File: src/rtl/reg_we_n.sv
// Single WIDTH-bit storage register with async active-low reset,
// synchronous clear and write enable.
module reg_we_n #(
  parameter int unsigned WIDTH = 8
) (
  input  logic             clk,
  input  logic             rst_n,
  input  logic             clr,
  input  logic             we,
  input  logic [WIDTH-1:0] d,
  output logic [WIDTH-1:0] q
);

  // Clear wins over write, so a write issued with clr is lost.
  always_ff @(posedge clk or negedge rst_n) begin
    if (!rst_n) begin
      q <= '0;
    end else if (clr) begin
      q <= '0;
    end else if (we) begin
      q <= d;
    end
  end

endmodule

File: src/rtl/register_file_2r1w.sv
// DEPTH x WIDTH register file: one synchronous write port, two combinational
// read ports, whole-array clear, optional hardwired zero register and bypass.
module register_file_2r1w #(
  parameter int unsigned WIDTH    = 8,
  parameter int unsigned ADDR_W   = 3,
  parameter int unsigned ZERO_REG = 1,
  parameter int unsigned BYPASS   = 1
) (
  input  logic              clk,
  input  logic              reset,
  input  logic              clr,
  input  logic              WE,
  input  logic [ADDR_W-1:0] wa,
  input  logic [WIDTH-1:0]  wd,
  input  logic [ADDR_W-1:0] ra1,
  input  logic [ADDR_W-1:0] ra2,
  output logic [WIDTH-1:0]  rd1,
  output logic [WIDTH-1:0]  rd2
);

  localparam int unsigned DEPTH = 2 ** ADDR_W;

  logic [WIDTH-1:0] regs [DEPTH];
  logic             wa_is_zero;
  logic             byp_ok;

  for (genvar i = 0; i < DEPTH; i++) begin : g_reg
    if ((ZERO_REG != 0) && (i == 0)) begin : g_zero
      assign regs[i] = '0;
    end else begin : g_store
      logic we_i;
      assign we_i = WE && (wa == ADDR_W'(i));
      reg_we_n #(
        .WIDTH (WIDTH)
      ) u_reg (
        .clk   (clk),
        .rst_n (reset),
        .clr   (clr),
        .we    (we_i),
        .d     (wd),
        .q     (regs[i])
      );
    end
  end

  assign wa_is_zero = (ZERO_REG != 0) && (wa == '0);

  // Forward only writes that will actually land; reset keeps reads at zero.
  assign byp_ok = (BYPASS != 0) && reset && WE && !clr && !wa_is_zero;

  always_comb begin
    rd1 = regs[ra1];
    if (byp_ok && (ra1 == wa)) begin
      rd1 = wd;
    end
    if ((ZERO_REG != 0) && (ra1 == '0)) begin
      rd1 = '0;
    end
  end

  always_comb begin
    rd2 = regs[ra2];
    if (byp_ok && (ra2 == wa)) begin
      rd2 = wd;
    end
    if ((ZERO_REG != 0) && (ra2 == '0)) begin
      rd2 = '0;
    end
  end

endmodule

File: config.mk
export PLATFORM = sky130hd
export DESIGN_NAME = register_file_2r1w
export DESIGN_NICKNAME = d
export VERILOG_FILES = /design/src/rtl/reg_we_n.sv /design/src/rtl/register_file_2r1w.sv
export SDC_FILE = /design/constraint.sdc
export NUM_CORES = 1
export LEC_CHECK = 0
export BUFFER_PORTS_ARGS = -buffer_cell sky130_fd_sc_hd__buf_2
export CAP_MARGIN = 0
export CORE_MARGIN = 2
export CORE_UTILIZATION = 51
export DETAILED_ROUTE_END_ITERATION = 7
export PLACE_DENSITY_LB_ADDON = 0.1
export SLEW_MARGIN = 25
export SYNTH_ARGS = -nofsm -noshare
export SYNTH_HDL_FRONTEND = slang
export SYNTH_SLANG_ARGS = --single-unit
File: constraint.sdc
create_clock -name clk -period 3.09 [get_ports clk]
set_input_delay 0.618 -clock clk [delete_from_list [all_inputs] [get_ports clk]]
set_output_delay 0.618 -clock clk [all_outputs]
set_load 0.02 [all_outputs]
* After elaboration in Yosys (flattened, before gate mapping) *
Index checks and enable logic that the tools add are counted.

storage, ports and cells
  bits of input ports = 21
  word-level logic and storage cells = 68
  flip-flop bits (word level) = 56
  output and inout port bits = 16

cells by class
  order comparisons = 2
  reductions and logical operators = 24
  equality and inequality tests = 9
  bitwise gates (word level) = 2
  multiplexer cells = 24

operators by type and width
  kind                  number
  $mux W8               22
  $bmux W8 S3           2
  $reduce_bool A2 Y1    7
  $eq A3 B3 Y1 const B  4
  $logic_and A1 B1 Y1   12
  $logic_not A3 Y1      3
  $ge A4 B4 Y1 const B  2
  $not A3 Y4            2
  $eq A3 B2 Y1 const B  2
  $eq A3 B3 Y1          2
  $eq A3 B1 Y1 const B  1
  $logic_not A1 Y1      2

* Longest topological paths before layout *
  word-level depth = 6
  mapped depth = 7
  depth with buffers taken out = 4

* Hierarchy *
From an unflattened synthesis, not the netlist that was laid out.

unflattened totals
  cell total of the unflattened synthesis = 323
  area, all modules = 3595.9 µm²

modules (own cells, without submodules)
  module              area an instance (µm²)  seq. area each (µm²)  instances  cells an instance
  reg_we_n            325.3                   200.2                 7          26
  register_file_2r1w  1318.8                  0.0                   1          141

* Worst setup path before layout *
Ideal clock, no wire load.

  path type = input -> output
  start point = input wa[2]
  end point = output rd2[6]
  arrival = 2.219 ns
  path buffers = 2
  path slack = 0.253 ns
  stages on the path = 6
  required time = 2.472 ns
  cells stage by stage = buf_6 -> nor3_2 -> or3_1 -> buf_6 -> nor4_4 -> mux2i_1

between the ends
  word-level cells in the longest chain between the ends = 6
  elaborated cells on any way between the ends = 7
  classes of those cells = eq/ne: 1; mux: 2; reduce/logical: 4

ends and longest elaborated chain
  item                     line                      text
  from (decl)              register_file_2r1w.sv:13  input logic [ADDR_W-1:0] wa,
  $logic_not A3 Y1         register_file_2r1w.sv:46  assign wa_is_zero = (ZERO_REG != 0) && (wa == '0);
  $logic_not A1 Y1         register_file_2r1w.sv:49  assign byp_ok = (BYPASS != 0) && reset && WE && !clr && !wa_is_zero;
  $logic_and A1 B1 Y1      register_file_2r1w.sv:49
  $logic_and A1 B1 Y1 (*)  register_file_2r1w.sv:63  if (byp_ok && (ra2 == wa)) begin
  $mux W8 (*)              register_file_2r1w.sv:63
  $mux W8 (*)              register_file_2r1w.sv:66  if ((ZERO_REG != 0) && (ra2 == '0)) begin
  to (decl)                register_file_2r1w.sv:18  output logic [WIDTH-1:0] rd2

Every way passes the cells marked *; elsewhere a longest branch is shown, timed or not.

* Worst setup path in the final report *
  start point = input WE
  end point = output rd1[6]

between the ends
  word-level cells in the longest chain between the ends = 6

ends and longest elaborated chain
  item                               line                      text
  from (decl)                        register_file_2r1w.sv:12  input logic WE,
  $logic_and A1 B1 Y1 (3 in series)  register_file_2r1w.sv:49
  $logic_and A1 B1 Y1                register_file_2r1w.sv:53  if (byp_ok && (ra1 == wa)) begin
  $mux W8                            register_file_2r1w.sv:53
  $mux W8                            register_file_2r1w.sv:56  if ((ZERO_REG != 0) && (ra1 == '0)) begin
  to (decl)                          register_file_2r1w.sv:17  output logic [WIDTH-1:0] rd1,

No other way between the ends.

==> flow_metrics.env <==
export IMPL_outcome="complete, no violations"
export IMPL_p_seq_share_pct=54.1
export IMPL_gp_congestion=0.915
export IMPL_htreeDepth=2
export IMPL_synth_top_family_by_area="simple AND/OR/NAND/NOR gates"
export IMPL_grt_max_degree=57
export IMPL_final_max_slew_viol_count=0
export IMPL_n_antenna_cell=0
export IMPL_switchingPower_w=0.000412
export IMPL_layout_drive_gt1_share_pct=21.8
export IMPL_finalCritPeriodShare_pct=94.3
export IMPL_async_flop_share_pct=100
export IMPL_top_register="g.g_store.u_reg.q"
export IMPL_intPower_w=0.000991
export IMPL_drc=0
export IMPL_clock_skew_ns=0
export IMPL_wirelength_mm=10.7
export IMPL_synthesis_area_mm2=0.00345
export IMPL_slew_headroom_pct=40.2
export IMPL_instances_no_fill=509
export IMPL_drt_wirelength_per_cell_um=21.0
export IMPL_met2WireLength_mm=4.86
export IMPL_worst_pin_slew_ns=0.896
export IMPL_dp_cells=501
export IMPL_dr_max_layer_used="met4"
export IMPL_largest_reg_flops=56
export IMPL_swShare_pct=29.4
export IMPL_path_class="in -> out"
export IMPL_ys_ff_latch=56
export IMPL_numClockSinks=56
export IMPL_postCtsHoldBufs=0
export IMPL_crit_fanout=8
export IMPL_dieArea_mm2=0.00743
export IMPL_numPortBuffers=36
export IMPL_ff2ff_setup_slack_ns=2.37
export IMPL_syn_num_nets=419
export IMPL_worst_slack_ns=0.176
export IMPL_peakVddDrop_v=0.000196
export IMPL_yosys_area_share_simple_pct=20.6
export IMPL_hold_viol=0
export IMPL_avgSynthCellArea_um2=8.66
export IMPL_combinationalPowerShare_pct=16.9
export IMPL_cellPowerDensity_mw_per_mm2=365
export IMPL_met1_length_mm=4.59
export IMPL_synth_warnings=0
export IMPL_hpwl_mm=7.04
export IMPL_initial_core_util_pct=53.4
export IMPL_grt_antenna_before_repair=0
export IMPL_place_ws_ns=0.184
export IMPL_die_x_um=86.2
export IMPL_cts_resized=0
export IMPL_ios=37
export IMPL_period_needed_ns=2.91
export IMPL_cts_setup_buffers=0
export IMPL_r2r_end="g_reg[7].g_store.u_reg.q[4]"
export IMPL_rsz0062_at_grt="no"
export IMPL_overflow=0
export IMPL_synth_xor_area_share_pct=1.52
export IMPL_synth_fa_ha_area_share_pct=0
export IMPL_synth_area_leader_cell="dfrtp_1"
export IMPL_grt_total_usage_pct=29.7
export IMPL_syn_inst=398
export IMPL_root_buffer="clkbuf_8"
export IMPL_path_clk_slew_ns=0.09
export IMPL_seq_area_frac_synth_pct=40.6
export IMPL_arrival_ns=2.30
export IMPL_synth_top_flop_cell="dfrtp_1"
export IMPL_fin_setup_tns_ns=0
export IMPL_worstSkewPairLatency_ns=0.31
export IMPL_reg2reg_depth=2
export IMPL_area_growth_pct=11.6
export IMPL_synth_distinct_cells=33
export IMPL_cts_tree="done"
export IMPL_drtPass1Iterations=5
export IMPL_start_kind="input port"
export IMPL_min_path_type="in -> async"
export IMPL_muxShareOfSynthArea_pct=17.6
export IMPL_setup_viol=0
export IMPL_reg2reg_from="g_reg[7].g_store.u_reg.q[4]"
export IMPL_critical_path_required_ns=2.47
export IMPL_synth_top_area_share_pct=40.6
export IMPL_drtAntennaViolNets=0
export IMPL_post_synth_top_count_cell="nand2_1"
export IMPL_cap_violations=0
export IMPL_cts_buffer_depth=2
export IMPL_cts_made_buffers=5
export IMPL_p_total_w=0.00140
export IMPL_rows=29
export IMPL_nets=452
export IMPL_vias=3196
export IMPL_die_y_um=86.2
export IMPL_grt_pass1_vias=2992
export IMPL_p_leak_nw=1.63
export IMPL_met3_wirelength_um=893
export IMPL_synth_edf_count=0
export IMPL_synth_compound_area_share_pct=15.5
export IMPL_core_area_mm2=0.00646
export IMPL_via_per_inst=6.28
export IMPL_end_kind="output pin"
export IMPL_clock_fmax_mhz=343
export IMPL_synthTopCellsByArea="dfrtp_1 (41%), nand2_1 (14%), a21oi_1 (8.4%), mux4_2 (6.5%), mux2_2 (5.6%)"
export IMPL_synth_common_cells="nand2_1 (129), a21oi_1 (58), dfrtp_1 (56)"
export IMPL_p_clk_share_pct=29.1
export IMPL_final_util_pct=59.6
export IMPL_top_regs="g.g_store.u_reg.q x56"
export IMPL_grt_pass1_wl_mm=16.6
export IMPL_drt_iter0_drc=261
[layout by cell type, fill, tap and decap left out, types with 4 or more instances in the layout]
cell,n
nand2b_1,6
nand2_1,129
a2bb2oi_1,6
nor2_1,7
a21oi_1,58
mux2i_1,19
buf_4,20
nand3_1,4
mux2_2,17
mux4_2,10
a31oi_1,7
a32oi_1,8
dfrtp_1,56
clkbuf_8,5
buf_2,36
nor3_1,8
o221ai_1,5
[metrics by stage]
step / hold slack, ns / cell area (um2)
after detailed placement: 0.528 / 3760
after global routing: 0.532 / 3850
final: 0.461 / 3850
after CTS: 0.496 / 3850
after global placement: 0.520 / 3760
after floorplan: 0.322 / 3450
[power groups by stage]
stage	Clock, W	Sequential [W]	Combinational [W]
floorplan	0	0.000769	0.000145
global placement	0	0.000772	0.000232
detailed placement	0	0.000773	0.000234
CTS	0.000418	0.000758	0.000235
global route	0.000440	0.000761	0.000254
finish	0.000408	0.000758	0.000237
[kinds of logic after synthesis]
logic type | after synthesis
AND/OR/NAND/NOR | 167
AO/OA/AOI/OAI | 89
flip-flops | 56
multiplexers | 46
buffers and inverters | 34
XOR/XNOR | 6
[worst max-delay path by stage]
stage	start	endpoint	slack [ns]	cells after the start
3_3_place_gp	WE	rd1[6]	0.23	7
4_1_cts	WE	rd1[6]	0.18	7
2_1_floorplan	wa[2]	rd2[6]	0.25	6
6_report	WE	rd1[6]	0.18	7
5_1_grt	WE	rd1[6]	0.14	7
3_5_place_dp	WE	rd1[6]	0.18	7
[per-layer routing]
metal,vias to the layer above,global-route usage [%]
met5,-,0
li1,1458,-
met1,1557,43.7
met2,156,45.0
met3,25,4.48
met4,0,10.7
[cell type report]
cell class | count | area [um2]
clock buffer | 7 | 76.3
clock inverter | 1 | 8.76
fill | 577 | 2610
inverter | 3 | 11.3
multi-input combinational | 308 | 1900
sequential | 56 | 1400
tap | 77 | 96.3
timing repair buffer | 57 | 350
[critical path, stage by stage]
cell	delay, ns
buf_2	0.14
nand2_1	0.06
or3_1	0.38
buf_4	0.20
or2_2	0.40
mux2_2	0.32
buf_2	0.16
(Power assumes the default switching activity.)
